[config.mk]
export PLATFORM = sky130hd
export DESIGN_NAME = i2c_arbiter_flat
export DESIGN_NICKNAME = d
export VERILOG_FILES = /design/src/rtl/i2c_arb_if.sv /design/src/rtl/i2c_arbiter.sv /design/src/flat_wrapper.sv
export SDC_FILE = /design/constraint.sdc
export NUM_CORES = 1
export LEC_CHECK = 0
export ABC_AREA = 1
export CELL_PAD_IN_SITES_DETAIL_PLACEMENT = 0
export CELL_PAD_IN_SITES_GLOBAL_PLACEMENT = 1
export CORE_MARGIN = 8
export CORE_UTILIZATION = 25
export CTS_BUF_LIST = sky130_fd_sc_hd__clkbuf_4 sky130_fd_sc_hd__clkbuf_8
export DETAILED_ROUTE_END_ITERATION = 8
export GPL_TIMING_DRIVEN = 0
export PLACE_DENSITY = 0.75
export SETUP_SLACK_MARGIN = 0.3
export SYNTH_ARGS = -nofsm -noshare
export SYNTH_HDL_FRONTEND = slang
export SYNTH_SLANG_ARGS = --single-unit
[constraint.sdc]
create_clock -name clk -period 1.7 [get_ports clk]
set_input_delay 0.34 -clock clk [delete_from_list [all_inputs] [get_ports clk]]
set_output_delay 0.34 -clock clk [all_outputs]
set_load 0.02 [all_outputs]
[src/rtl/i2c_arb_if.sv]
// Requester, response and I2C-master command bundle for i2c_arbiter.
// slave = arbiter side, master = requesters plus I2C master side.
interface i2c_arb_if #(
    parameter int NREQ = 4
);
    logic [NREQ-1:0]   req;
    logic [7*NREQ-1:0] req_addr;
    logic [8*NREQ-1:0] req_wdata;
    logic [NREQ-1:0]   req_rw;
    logic [NREQ-1:0]   gnt;
    logic [NREQ-1:0]   rsp_valid;
    logic [7:0]        rsp_rdata;
    logic              rsp_err;
    logic [6:0]        m_addr;
    logic [7:0]        m_data_in;
    logic              m_rw;
    logic              m_enable;
    logic              m_done;
    logic [7:0]        m_data_out;
    logic              busy;

    modport slave (
        input  req, req_addr, req_wdata, req_rw,
        input  m_done, m_data_out,
        output gnt, rsp_valid, rsp_rdata, rsp_err,
        output m_addr, m_data_in, m_rw, m_enable, busy
    );

    modport master (
        output req, req_addr, req_wdata, req_rw,
        output m_done, m_data_out,
        input  gnt, rsp_valid, rsp_rdata, rsp_err,
        input  m_addr, m_data_in, m_rw, m_enable, busy
    );
endinterface

[src/rtl/i2c_arbiter.sv]
// Round-robin arbiter sharing one I2C master among NREQ requesters.
// Define I2C_ARB_TIMEOUT_EN to build the WAIT watchdog (TO_CYCLES).
module i2c_arbiter #(
    parameter int NREQ      = 4,
    parameter int TO_CYCLES = 4096
) (
    input  logic     clk,
    input  logic     rst,
    i2c_arb_if.slave bus
);
    localparam int W = (NREQ > 1) ? $clog2(NREQ) : 1;
    localparam logic [NREQ-1:0] ONE = NREQ'(1);

    localparam logic [1:0] S_IDLE  = 2'd0;
    localparam logic [1:0] S_ISSUE = 2'd1;
    localparam logic [1:0] S_WAIT  = 2'd2;
    localparam logic [1:0] S_RESP  = 2'd3;

    logic [1:0]   state;
    logic [W-1:0] last_winner;
    logic [W-1:0] winner;
    logic [W-1:0] pick;
    logic         found;
    logic         done_armed;
    logic         qual_done;
    logic         to_hit;
    logic [6:0]   sel_addr;
    logic [7:0]   sel_wdata;
    logic         sel_rw;

    // Search starts one past the last served requester.
    always_comb begin
        pick  = '0;
        found = 1'b0;
        for (int k = 1; k <= NREQ; k++) begin
            if (!found && bus.req[W'((int'(last_winner) + k) % NREQ)]) begin
                found = 1'b1;
                pick  = W'((int'(last_winner) + k) % NREQ);
            end
        end
    end

    always_comb begin
        sel_addr  = '0;
        sel_wdata = '0;
        sel_rw    = 1'b0;
        for (int i = 0; i < NREQ; i++) begin
            if (pick == W'(i)) begin
                sel_addr  = bus.req_addr[7*i +: 7];
                sel_wdata = bus.req_wdata[8*i +: 8];
                sel_rw    = bus.req_rw[i];
            end
        end
    end

    // A done-high only counts once it has been seen low in this WAIT.
    assign qual_done = bus.m_done && done_armed;

`ifdef I2C_ARB_TIMEOUT_EN
    localparam int CW = $clog2(TO_CYCLES + 1);

    logic [CW-1:0] to_cnt;
    logic          err_q;

    assign to_hit      = (to_cnt == CW'(TO_CYCLES - 1));
    assign bus.rsp_err = err_q;

    always_ff @(posedge clk) begin
        if (rst) begin
            to_cnt <= '0;
            err_q  <= 1'b0;
        end else begin
            if (state == S_ISSUE) begin
                to_cnt <= '0;
            end else if (state == S_WAIT) begin
                to_cnt <= to_cnt + CW'(1);
            end
            if (state == S_WAIT && (qual_done || to_hit)) begin
                err_q <= !qual_done;
            end
        end
    end
`else
    // Constant zero; the watchdog is not built.
    assign to_hit      = (TO_CYCLES < 0);
    assign bus.rsp_err = 1'b0;
`endif

    always_ff @(posedge clk) begin
        if (rst) begin
            state         <= S_IDLE;
            bus.gnt       <= '0;
            bus.rsp_valid <= '0;
            bus.rsp_rdata <= '0;
            bus.m_addr    <= '0;
            bus.m_data_in <= '0;
            bus.m_rw      <= 1'b0;
            bus.m_enable  <= 1'b0;
            bus.busy      <= 1'b0;
            last_winner   <= W'(NREQ - 1);
            winner        <= '0;
            done_armed    <= 1'b0;
        end else begin
            bus.gnt       <= '0;
            bus.rsp_valid <= '0;
            bus.m_enable  <= 1'b0;
            unique case (1'b1)
                (state == S_IDLE): begin
                    if (found) begin
                        winner        <= pick;
                        bus.m_addr    <= sel_addr;
                        bus.m_data_in <= sel_wdata;
                        bus.m_rw      <= sel_rw;
                        bus.gnt       <= ONE << pick;
                        bus.busy      <= 1'b1;
                        state         <= S_ISSUE;
                    end
                end
                (state == S_ISSUE): begin
                    bus.m_enable <= 1'b1;
                    done_armed   <= 1'b0;
                    state        <= S_WAIT;
                end
                (state == S_WAIT): begin
                    if (!bus.m_done) begin
                        done_armed <= 1'b1;
                    end
                    if (qual_done || to_hit) begin
                        bus.rsp_valid <= ONE << winner;
                        bus.rsp_rdata <= (qual_done && bus.m_rw) ?
                                         bus.m_data_out : 8'h00;
                        state         <= S_RESP;
                    end
                end
                (state == S_RESP): begin
                    last_winner <= winner;
                    bus.busy    <= 1'b0;
                    state       <= S_IDLE;
                end
                default: begin
                    state <= S_IDLE;
                end
            endcase
        end
    end
endmodule

[src/flat_wrapper.sv]
// flat-port wrapper written by rule: the top's interface ports become plain ports
module i2c_arbiter_flat 
#(
    parameter int NREQ      = 4,
    parameter int TO_CYCLES = 4096
)
  (clk, rst, bus_req, bus_req_addr, bus_req_wdata, bus_req_rw, bus_m_done, bus_m_data_out, bus_gnt, bus_rsp_valid, bus_rsp_rdata, bus_rsp_err, bus_m_addr, bus_m_data_in, bus_m_rw, bus_m_enable, bus_busy);
  i2c_arb_if #(.NREQ(NREQ)) bus_i ();
  input  logic clk;
  input  logic rst;
  input wire logic [$bits(bus_i.req)-1:0] bus_req;
  input wire logic [$bits(bus_i.req_addr)-1:0] bus_req_addr;
  input wire logic [$bits(bus_i.req_wdata)-1:0] bus_req_wdata;
  input wire logic [$bits(bus_i.req_rw)-1:0] bus_req_rw;
  input wire logic [$bits(bus_i.m_done)-1:0] bus_m_done;
  input wire logic [$bits(bus_i.m_data_out)-1:0] bus_m_data_out;
  output wire logic [$bits(bus_i.gnt)-1:0] bus_gnt;
  output wire logic [$bits(bus_i.rsp_valid)-1:0] bus_rsp_valid;
  output wire logic [$bits(bus_i.rsp_rdata)-1:0] bus_rsp_rdata;
  output wire logic [$bits(bus_i.rsp_err)-1:0] bus_rsp_err;
  output wire logic [$bits(bus_i.m_addr)-1:0] bus_m_addr;
  output wire logic [$bits(bus_i.m_data_in)-1:0] bus_m_data_in;
  output wire logic [$bits(bus_i.m_rw)-1:0] bus_m_rw;
  output wire logic [$bits(bus_i.m_enable)-1:0] bus_m_enable;
  output wire logic [$bits(bus_i.busy)-1:0] bus_busy;
  assign bus_i.req = bus_req;
  assign bus_i.req_addr = bus_req_addr;
  assign bus_i.req_wdata = bus_req_wdata;
  assign bus_i.req_rw = bus_req_rw;
  assign bus_i.m_done = bus_m_done;
  assign bus_i.m_data_out = bus_m_data_out;
  assign bus_gnt = bus_i.gnt;
  assign bus_rsp_valid = bus_i.rsp_valid;
  assign bus_rsp_rdata = bus_i.rsp_rdata;
  assign bus_rsp_err = bus_i.rsp_err;
  assign bus_m_addr = bus_i.m_addr;
  assign bus_m_data_in = bus_i.m_data_in;
  assign bus_m_rw = bus_i.m_rw;
  assign bus_m_enable = bus_i.m_enable;
  assign bus_busy = bus_i.busy;
  i2c_arbiter #(.NREQ(NREQ), .TO_CYCLES(TO_CYCLES)) u_core (.clk(clk), .rst(rst), .bus(bus_i));
endmodule
==> results.py, run 1 <==
metrics = {
    "pwr": {
        "seqPwrFrac": 0.213,
        "p_sw_frac": 0.448,
        "p_per_area_nw_per_um2": 1540,
        "p_sw_w": 0.00291,
        "vdd_drop_max_mv": 0.631,
        "clkPwrFrac": 0.129,
        "power.internal_w": 0.00359,
        "leakage_nw": 1.94,
        "p_comb_frac": 0.659,
    },
    "placement": {
        "dp_hpwl_um": 6390,
        "place_ws_ns": -0.678,
        "port_buffers": 112,
        "post_dp_cell_area_um2": 3660,
        "place_congestion": 0.771,
    },
    "synth": {
        "synth_fp_nets": 438,
        "synth_area_um2": 2350,
        "ys_async_sr_fraction": 0,
        "yosys_warnings": 0,
        "avgSynthCellArea_um2": 6.64,
        "synth_edf_count": 0,
        "synth_cell_type_count": 32,
        "ys_seq_elements": 41,
        "synth-main-ff-cell": "dfxtp_1",
        "yosysSeqAreaShare": 0.349,
        "syn_inst": 354,
    },
    "clocking": {
        "cts_sinks": 41,
        "cts_tree": "built",
        "cts_buffers": 5,
        "ctsLongestPathBuffers": 2,
        "cts_hold_buf": 0,
        "cts-root-buf": "clkbuf_8",
        "htreeDepth": 2,
        "worstSkewPairLatency_ns": 0.30,
        "cts.clk_slew.worst_paths_ns": 0.08,
    },
    "timing": {
        "period_share": 1.19,
        "max_freq_ghz": 0.495,
        "setup_violations": 23,
        "setup_ws_ns": -0.322,
        "skew_ns": 0.0155,
        "hold_viol_final": 0,
        "setup_tns_ns": -5.50,
        "rsz0062_at_grt": "yes",
        "final_max_slew_viol_count": 0,
        "period_needed_ns": 2.02,
    },
    "finish": {
        "final_area_um2": 4210,
        "drive_gt1_frac": 0.250,
        "fill_cells": 972,
        "synthToLayoutAreaGrowth_pct": 78.9,
        "diodes": 0,
        "final_nets": 575,
    },
    "grt": {
        "grt_pass1_vias": 2774,
        "grt_max_degree": 13,
        "grt_pass1_wl_um": 13300,
        "grt_overflow_total": 0,
        "antenna_found_initial": 0,
        "grt_usage": 0.127,
    },
    "status": {
        "outcome": "complete, but fails checks",
        "violations": "setup timing",
    },
    "critical_path": {
        "reg2reg_depth": 14,
        "worst-setup-path-type": "flop to flop",
        "worstSetupEndpointType": "flop",
        "rr_endpoint": "u_core.bus.m_data_in[7]",
        "cp-start-kind": "flop",
        "critPathRequiredTime_ns": 1.92,
        "startpoint": "u_core.last_winner[0]",
        "r2r_start": "u_core.last_winner[0]",
        "arrival_ns": 2.25,
        "r2r_slack_ns": -0.32,
        "critPathMaxFanout": 8,
        "cp-endpoint": "u_core.bus.m_data_in[7]",
    },
    "floorplanning": {
        "die_h_um": 113,
        "start_util": 0.256,
        "die_area_um2": 12800,
        "coreArea_um2": 9200,
        "rows": 35,
        "boundaryPins": 114,
        "die_w_um": 113,
    },
    "detailed_routing": {
        "routedWlPerCell_um": 13.8,
        "ant_nets": 0,
        "vias": 2716,
        "drt_pre_antenna_iters": 4,
        "drtIter0Drc": 82,
        "via_per_inst": 4.50,
        "drt-total-wl_um": 8310,
        "drcViolationCount": 0,
    },
    "min_path": {
        "hold_class": "flop to flop",
    },
    "job": {
        "max-cap-violations": 0,
    },
}
==> repair_timing <==
item	4_1_cts	5_1_grt
setup endpoints to repair	71	37
gates cloned	3	1
pin swaps	12	6
setup buffers	7	7
resized for setup	89	50
==> worst min-delay path by stage <==
stage                                  startpoint                       to  slack, ns  depth (start not counted)
final                     u_core.bus.m_data_in[2]  u_core.bus.m_data_in[2]       0.46                          2
after global routing      u_core.bus.rsp_rdata[7]  u_core.bus.rsp_rdata[7]       0.49                          2
after CTS                 u_core.bus.m_data_in[2]  u_core.bus.m_data_in[2]       0.47                          2
after detailed placement  u_core.bus.m_data_in[2]  u_core.bus.m_data_in[2]       0.46                          2
after global placement       u_core.bus.m_addr[4]     u_core.bus.m_addr[4]       0.45                          2
after floorplan                  u_core.winner[0]  u_core.bus.rsp_valid[0]       0.43                          1
==> power by group through the flow <==
stage	combinational, W	clock, W	sequential, W
finish	0.00428	0.000838	0.00138
floorplan	0.00210	0	0.00165
global route	0.00474	0.000890	0.00142
global placement	0.00350	0	0.00140
CTS	0.00394	0.000864	0.00138
detailed placement	0.00352	0	0.00140
==> critical path, stage by stage, from the launching register on <==
cell and delay, ns:
dfxtp_4 0.37, buf_12 0.15, o21ai_1 0.22, nand2_1 0.13, o21ai_4 0.11, nand3_2 0.12
nor2_4 0.14, nor2_4 0.05, buf_12 0.13, nor2_8 0.11, buf_6 0.13, nand2_1 0.06
nand3_2 0.08, nand2_1 0.05, a21oi_1 0.11
==> layout make-up <==
class	count	area [um^2]	share of cell area
plain buffers	16	153	0.0363
repair inverters	1	6.26	0.00149
flip-flops and latches	41	830	0.197
multi-input cells	264	1570	0.374
inverters	33	146	0.0348
well taps	111	139	0.0330
clock inverters	1	30.0	0.00713
repair buffers	129	1240	0.295
clock buffers	7	90.1	0.0214
==> layer usage <==
metal	track usage	part of all wire	wire length (um)	up-vias
li1	-	-	-	1418
met1	0.142	0.41	3410	1214
met2	0.224	0.51	4210	76
met3	0.0426	0.071	588	8
met4	0.0329	0.012	102	0
met5	0	0	0	-
==> placed cells by master (no fill, tap or decap), types with 4 or more instances in the layout <==
cell	instances
buf_4	13
buf_6	10
clkbuf_8	7
a21oi_1	25
nand4_1	10
nand2_1	90
inv_4	6
inv_1	22
nor2_1	17
ha_1	5
dlygate4sd2_1	36
clkdlybuf4s50_1	74
a21oi_2	4
nand3_2	9
o21ai_0	8
dfxtp_1	38
nand2_2	17
nand2_4	14
nand3_1	13
o21ai_1	22
nor2_4	9
==> kinds of logic after synthesis <==
kind of cell             after synthesis  share of synthesized area
AO/OA/AOI/OAI                         67                      0.149
adder cells (fa/ha/maj)                5                     0.0266
buffers and inverters                 49                     0.0984
flip-flops                            41                      0.349
other                                  1                    0.00159
AND/OR/NAND/NOR                      191                      0.375
==> stage by stage <==
stage	std cells	power [W]	hold WS, ns	utilization
6_report	603	0.00650	0.464	0.458
5_1_grt	603	0.00705	0.486	0.458
4_1_cts	595	0.00618	0.465	0.433
3_5_place_dp	577	0.00493	0.455	0.398
3_3_place_gp	577	0.00490	0.451	0.398
2_1_floorplan	354	0.00374	0.427	-
==> cells in the mapped netlist (3+ instances only) <==
cell / instances / share of area
nor2_1: 23 / 0.037
nand4_1: 10 / 0.027
o21ai_1: 21 / 0.045
dfxtp_1: 41 / 0.35
nor2_4: 4 / 0.019
clkbuf_1: 3 / 0.0048
buf_6: 3 / 0.014
nand3_1: 22 / 0.047
nand2_2: 10 / 0.027
inv_1: 24 / 0.038
buf_4: 4 / 0.013
nand2_1: 110 / 0.18
a21oi_1: 29 / 0.062
buf_2: 4 / 0.0085
ha_1: 5 / 0.027
inv_2: 6 / 0.0096
o21ai_0: 13 / 0.028
==> state kept, by name (all words and copies together), names as in the netlist <==
register              flops
u_core.bus.m_enable       1
u_core.bus.busy           1
u_core.winner             2
u_core.bus.m_rw           1
u_core.bus.m_addr         7
u_core.bus.m_data_in      8
u_core.bus.rsp_rdata      8
u_core.bus.gnt            4
u_core.bus.rsp_valid      4
u_core.state              2
u_core.done_armed         1
u_core.last_winner        2
No activity file was read; power rests on OpenSTA's default activity.
==> inputs of run 2 (changes only) <==
--- a/config.mk
+++ b/config.mk
@@ -5,15 +5,14 @@
 export SDC_FILE = /design/constraint.sdc
 export NUM_CORES = 1
 export LEC_CHECK = 0
-export ABC_AREA = 1
 export CELL_PAD_IN_SITES_DETAIL_PLACEMENT = 0
 export CELL_PAD_IN_SITES_GLOBAL_PLACEMENT = 1
 export CORE_MARGIN = 8
 export CORE_UTILIZATION = 25
-export CTS_BUF_LIST = sky130_fd_sc_hd__clkbuf_4 sky130_fd_sc_hd__clkbuf_8
+export CTS_BUF_LIST = sky130_fd_sc_hd__clkbuf_8 sky130_fd_sc_hd__clkbuf_16
 export DETAILED_ROUTE_END_ITERATION = 8
 export GPL_TIMING_DRIVEN = 0
-export PLACE_DENSITY = 0.75
+export PLACE_DENSITY = 0.74
 export SETUP_SLACK_MARGIN = 0.3
 export SYNTH_ARGS = -nofsm -noshare
 export SYNTH_HDL_FRONTEND = slang
==> run 2 against run 1 <==
The run now ends clean. Global-route usage increased by 0.071 points. Final cell count decreased by 24%. Clock skew fell by 0.0035 ns. Critical path depth down 6. Non-clock buffer count shrank 2. Die area is 11% lower. Critical path type unchanged. Count of clock-buffer cells in the layout decreased by 1. Synthesized cell count shrank 38%. Maximum frequency grew 20%.
==> results.py, run 2 <==
metrics = {
    "detailed_routing": {
        "ant_nets": 0,
        "drt-total-wl_um": 7900,
        "drt_pre_antenna_iters": 4,
        "drtIter0Drc": 63,
        "via_per_inst": 4.62,
        "routedWlPerCell_um": 17.1,
        "vias": 2129,
        "drcViolationCount": 0,
    },
    "finish": {
        "biggestRegsByFlops": "u_core.bus.m_data_in (8), u_core.bus.rsp_rdata (8), u_core.bus.m_addr (7)",
        "drive_gt1_frac": 0.272,
        "seq_area_um2": 831,
        "final_nets": 440,
        "final_cell_mix": "clkdlybuf4s50_1 (73), dfxtp_1 (37), dlygate4sd2_1 (35), nand2_1 (32), nor2_1 (16)",
        "final_area_um2": 4000,
        "fill_cells": 762,
        "final_common_cell": "clkdlybuf4s50_1",
        "final_core_util": 0.492,
        "multiInputGateArea_um2": 1480,
        "finalNonFillerCells": 461,
        "synthToLayoutAreaGrowth_pct": 93.8,
        "diodes": 0,
    },
    "synth": {
        "synth_edf_count": 0,
        "synth_area_um2": 2070,
        "yosysSeqAreaShare": 0.397,
        "synth_area_leader_cell": "dfxtp_1",
        "ys_seq_elements": 41,
        "synth_fp_nets": 304,
        "synth_most_common_cell": "dfxtp_1",
        "syn_inst": 220,
        "synth_area_leaders": "dfxtp_1 (40%), mux2i_1 (16%), o221ai_2 (6.5%)",
        "synth_cell_type_count": 38,
        "synth_common_cells": "dfxtp_1 (41), mux2i_1 (33), nand2_1 (33)",
        "netlist.area_leader.share": 0.397,
        "synth-main-ff-cell": "dfxtp_1",
        "ys_async_sr_fraction": 0,
        "avgSynthCellArea_um2": 9.39,
        "yosys_warnings": 0,
    },
    "timing": {
        "max_freq_ghz": 0.595,
        "skew_ns": 0.0120,
        "final_max_slew_viol_count": 0,
        "setup_ws_ns": 0.0196,
        "hold_viol_final": 0,
        "period_needed_ns": 1.68,
        "rsz0062_at_grt": "yes",
        "setup_violations": 0,
        "period_share": 0.988,
    },
    "job": {
        "max-cap-violations": 0,
    },
    "pwr": {
        "seqPwrFrac": 0.310,
        "p_comb_frac": 0.541,
        "total_power_w": 0.00436,
        "p_sw_frac": 0.377,
        "p_per_area_nw_per_um2": 1090,
        "power.internal_w": 0.00272,
        "clkPwrFrac": 0.149,
        "leakage_nw": 1.63,
        "vdd_drop_max_mv": 0.576,
        "p_sw_w": 0.00164,
    },
    "placement": {
        "place_ws_ns": -0.644,
        "port_buffers": 112,
        "dp.cells": 437,
        "post_dp_cell_area_um2": 3340,
        "place_congestion": 0.816,
        "dp_hpwl_um": 5990,
    },
    "status": {
        "outcome": "complete, no violations",
    },
    "floorplanning": {
        "die_w_um": 107,
        "boundaryPins": 114,
        "rows": 33,
        "coreArea_um2": 8130,
        "die_h_um": 107,
        "start_util": 0.254,
        "die_area_um2": 11400,
    },
    "clocking": {
        "ctsLongestPathBuffers": 2,
        "worstSkewPairLatency_ns": 0.29,
        "htreeDepth": 2,
        "cts_buffers": 5,
        "cts-root-buf": "clkbuf_8",
        "cts_sinks": 41,
        "cts_tree": "built",
        "cts.clk_slew.worst_paths_ns": 0.08,
    },
    "min_path": {
        "hold_class": "flop to flop",
        "hp-start": "u_core.bus.rsp_rdata[6]",
        "whs_endpoint": "u_core.bus.rsp_rdata[6]",
        "min_path_cells": 2,
    },
    "critical_path": {
        "critPathMaxFanout": 11,
        "r2r_start": "u_core.last_winner[1]",
        "r2r_slack_ns": 0.02,
        "rr_endpoint": "u_core.bus.m_data_in[1]",
        "reg2reg_depth": 8,
        "arrival_ns": 1.89,
        "critPathRequiredTime_ns": 1.91,
        "cp-start-kind": "flop",
        "worst-setup-path-type": "flop to flop",
        "worstSetupEndpointType": "flop",
    },
    "grt": {
        "grt_usage": 0.127,
        "grt_pass1_vias": 2140,
        "grt_overflow_total": 0,
        "grt_use_met3": 0.0498,
        "grt_max_degree": 13,
        "antenna_found_initial": 0,
        "grt_pass1_wl_um": 11700,
        "grt_use_met2": 0.202,
        "met1_usage": 0.158,
        "top_usage_layer": "met2",
    },
}
## run 2: cell count changes after synthesis, moves of 12 or more
cell / change
inv_1: -16
a21oi_1: -16
mux2i_1: +33
o21ai_0: -12
nand3_1: -12
o21ai_1: -20
nand2_1: -77
## run 2: worst max path at each step
stage	endpoint	slack (ns)	depth (start not counted)	from
2_1_floorplan	u_core.bus.m_addr[5]	0.17	8	u_core.last_winner[1]
3_3_place_gp	u_core.bus.m_data_in[3]	-0.61	7	bus_req[1]
3_5_place_dp	u_core.bus.m_data_in[0]	-0.64	7	bus_req[3]
4_1_cts	u_core.bus.m_addr[0]	0.02	8	u_core.last_winner[1]
5_1_grt	u_core.bus.m_addr[5]	-0.02	8	bus_req[1]
6_report	u_core.bus.m_data_in[1]	0.02	8	u_core.last_winner[1]
## run 2: cell type report
cell class | instances | area share
Buffer | 14 | 0.0456
Clock buffer | 6 | 0.0206
Clock inverter | 1 | 0.00188
Inverter | 8 | 0.00812
Multi-Input combinational cell | 157 | 0.369
Sequential cell | 41 | 0.208
Tap cell | 105 | 0.0328
Timing Repair Buffer | 129 | 0.315
## run 2: power by group through the flow
stage | sequential [W] | clock (W) | combinational, W
floorplan | 0.00153 | 0 | 0.000943
global placement | 0.00134 | 0 | 0.00190
detailed placement | 0.00135 | 0 | 0.00192
CTS | 0.00133 | 0.000684 | 0.00198
global route | 0.00139 | 0.000721 | 0.00253
finish | 0.00135 | 0.000649 | 0.00236
## run 2: logic make-up after synthesis
kind of cell             Yosys count  share of synthesized area
multiplexers                      33                      0.160
AO/OA/AOI/OAI                     41                      0.173
buffers and inverters             22                     0.0721
adder cells (fa/ha/maj)            5                     0.0303
other                              1                    0.00182
AND/OR/NAND/NOR                   77                      0.165
flip-flops                        41                      0.397
## run 2: repair_timing
| action | in CTS | in global routing |
|---|---|---|
| setup endpoints to repair | 72 | 35 |
| setup buffers | 6 | 9 |
| hold buffers | 0 | 0 |
| gates resized for setup | 75 | 59 |
| pin swaps | 4 | 6 |
| gates cloned | 0 | 2 |
## run 2: through the flow
stage               setup TNS, ns  hold WS [ns]
finish                          0         0.453
global route               -0.178         0.477
CTS                             0         0.456
detailed placement         -14.55         0.448
global placement           -13.73         0.438
floorplan                       0         0.444
## run 2: worst max-delay path, stage by stage (launching register included)
cell and delay (ns):
dfxtp_2 0.32, buf_6 0.12, mux2i_2 0.21, o22ai_2 0.09
a21o_1 0.19, buf_12 0.16, clkbuf_16 0.17, mux2i_4 0.19
o221ai_2 0.15
## run 2: metal layers
metal	vias to the layer above	wire length, um	part of all wire
li1	1053	-	-
met1	983	3530	0.45
met2	89	3600	0.46
met3	4	736	0.093
met4	0	33	0.0042
met5	-	0	0
==> inputs of run 3 (changes only) <==
--- a/config.mk
+++ b/config.mk
@@ -10,6 +10,7 @@
 export CORE_MARGIN = 8
 export CORE_UTILIZATION = 25
 export CTS_BUF_LIST = sky130_fd_sc_hd__clkbuf_8 sky130_fd_sc_hd__clkbuf_16
+export CTS_CLUSTER_SIZE = 28
 export DETAILED_ROUTE_END_ITERATION = 8
 export GPL_TIMING_DRIVEN = 0
 export PLACE_DENSITY = 0.74
==> results of run 3 <==
No change in the layout: final DEF, timing and power equal those of run 2.
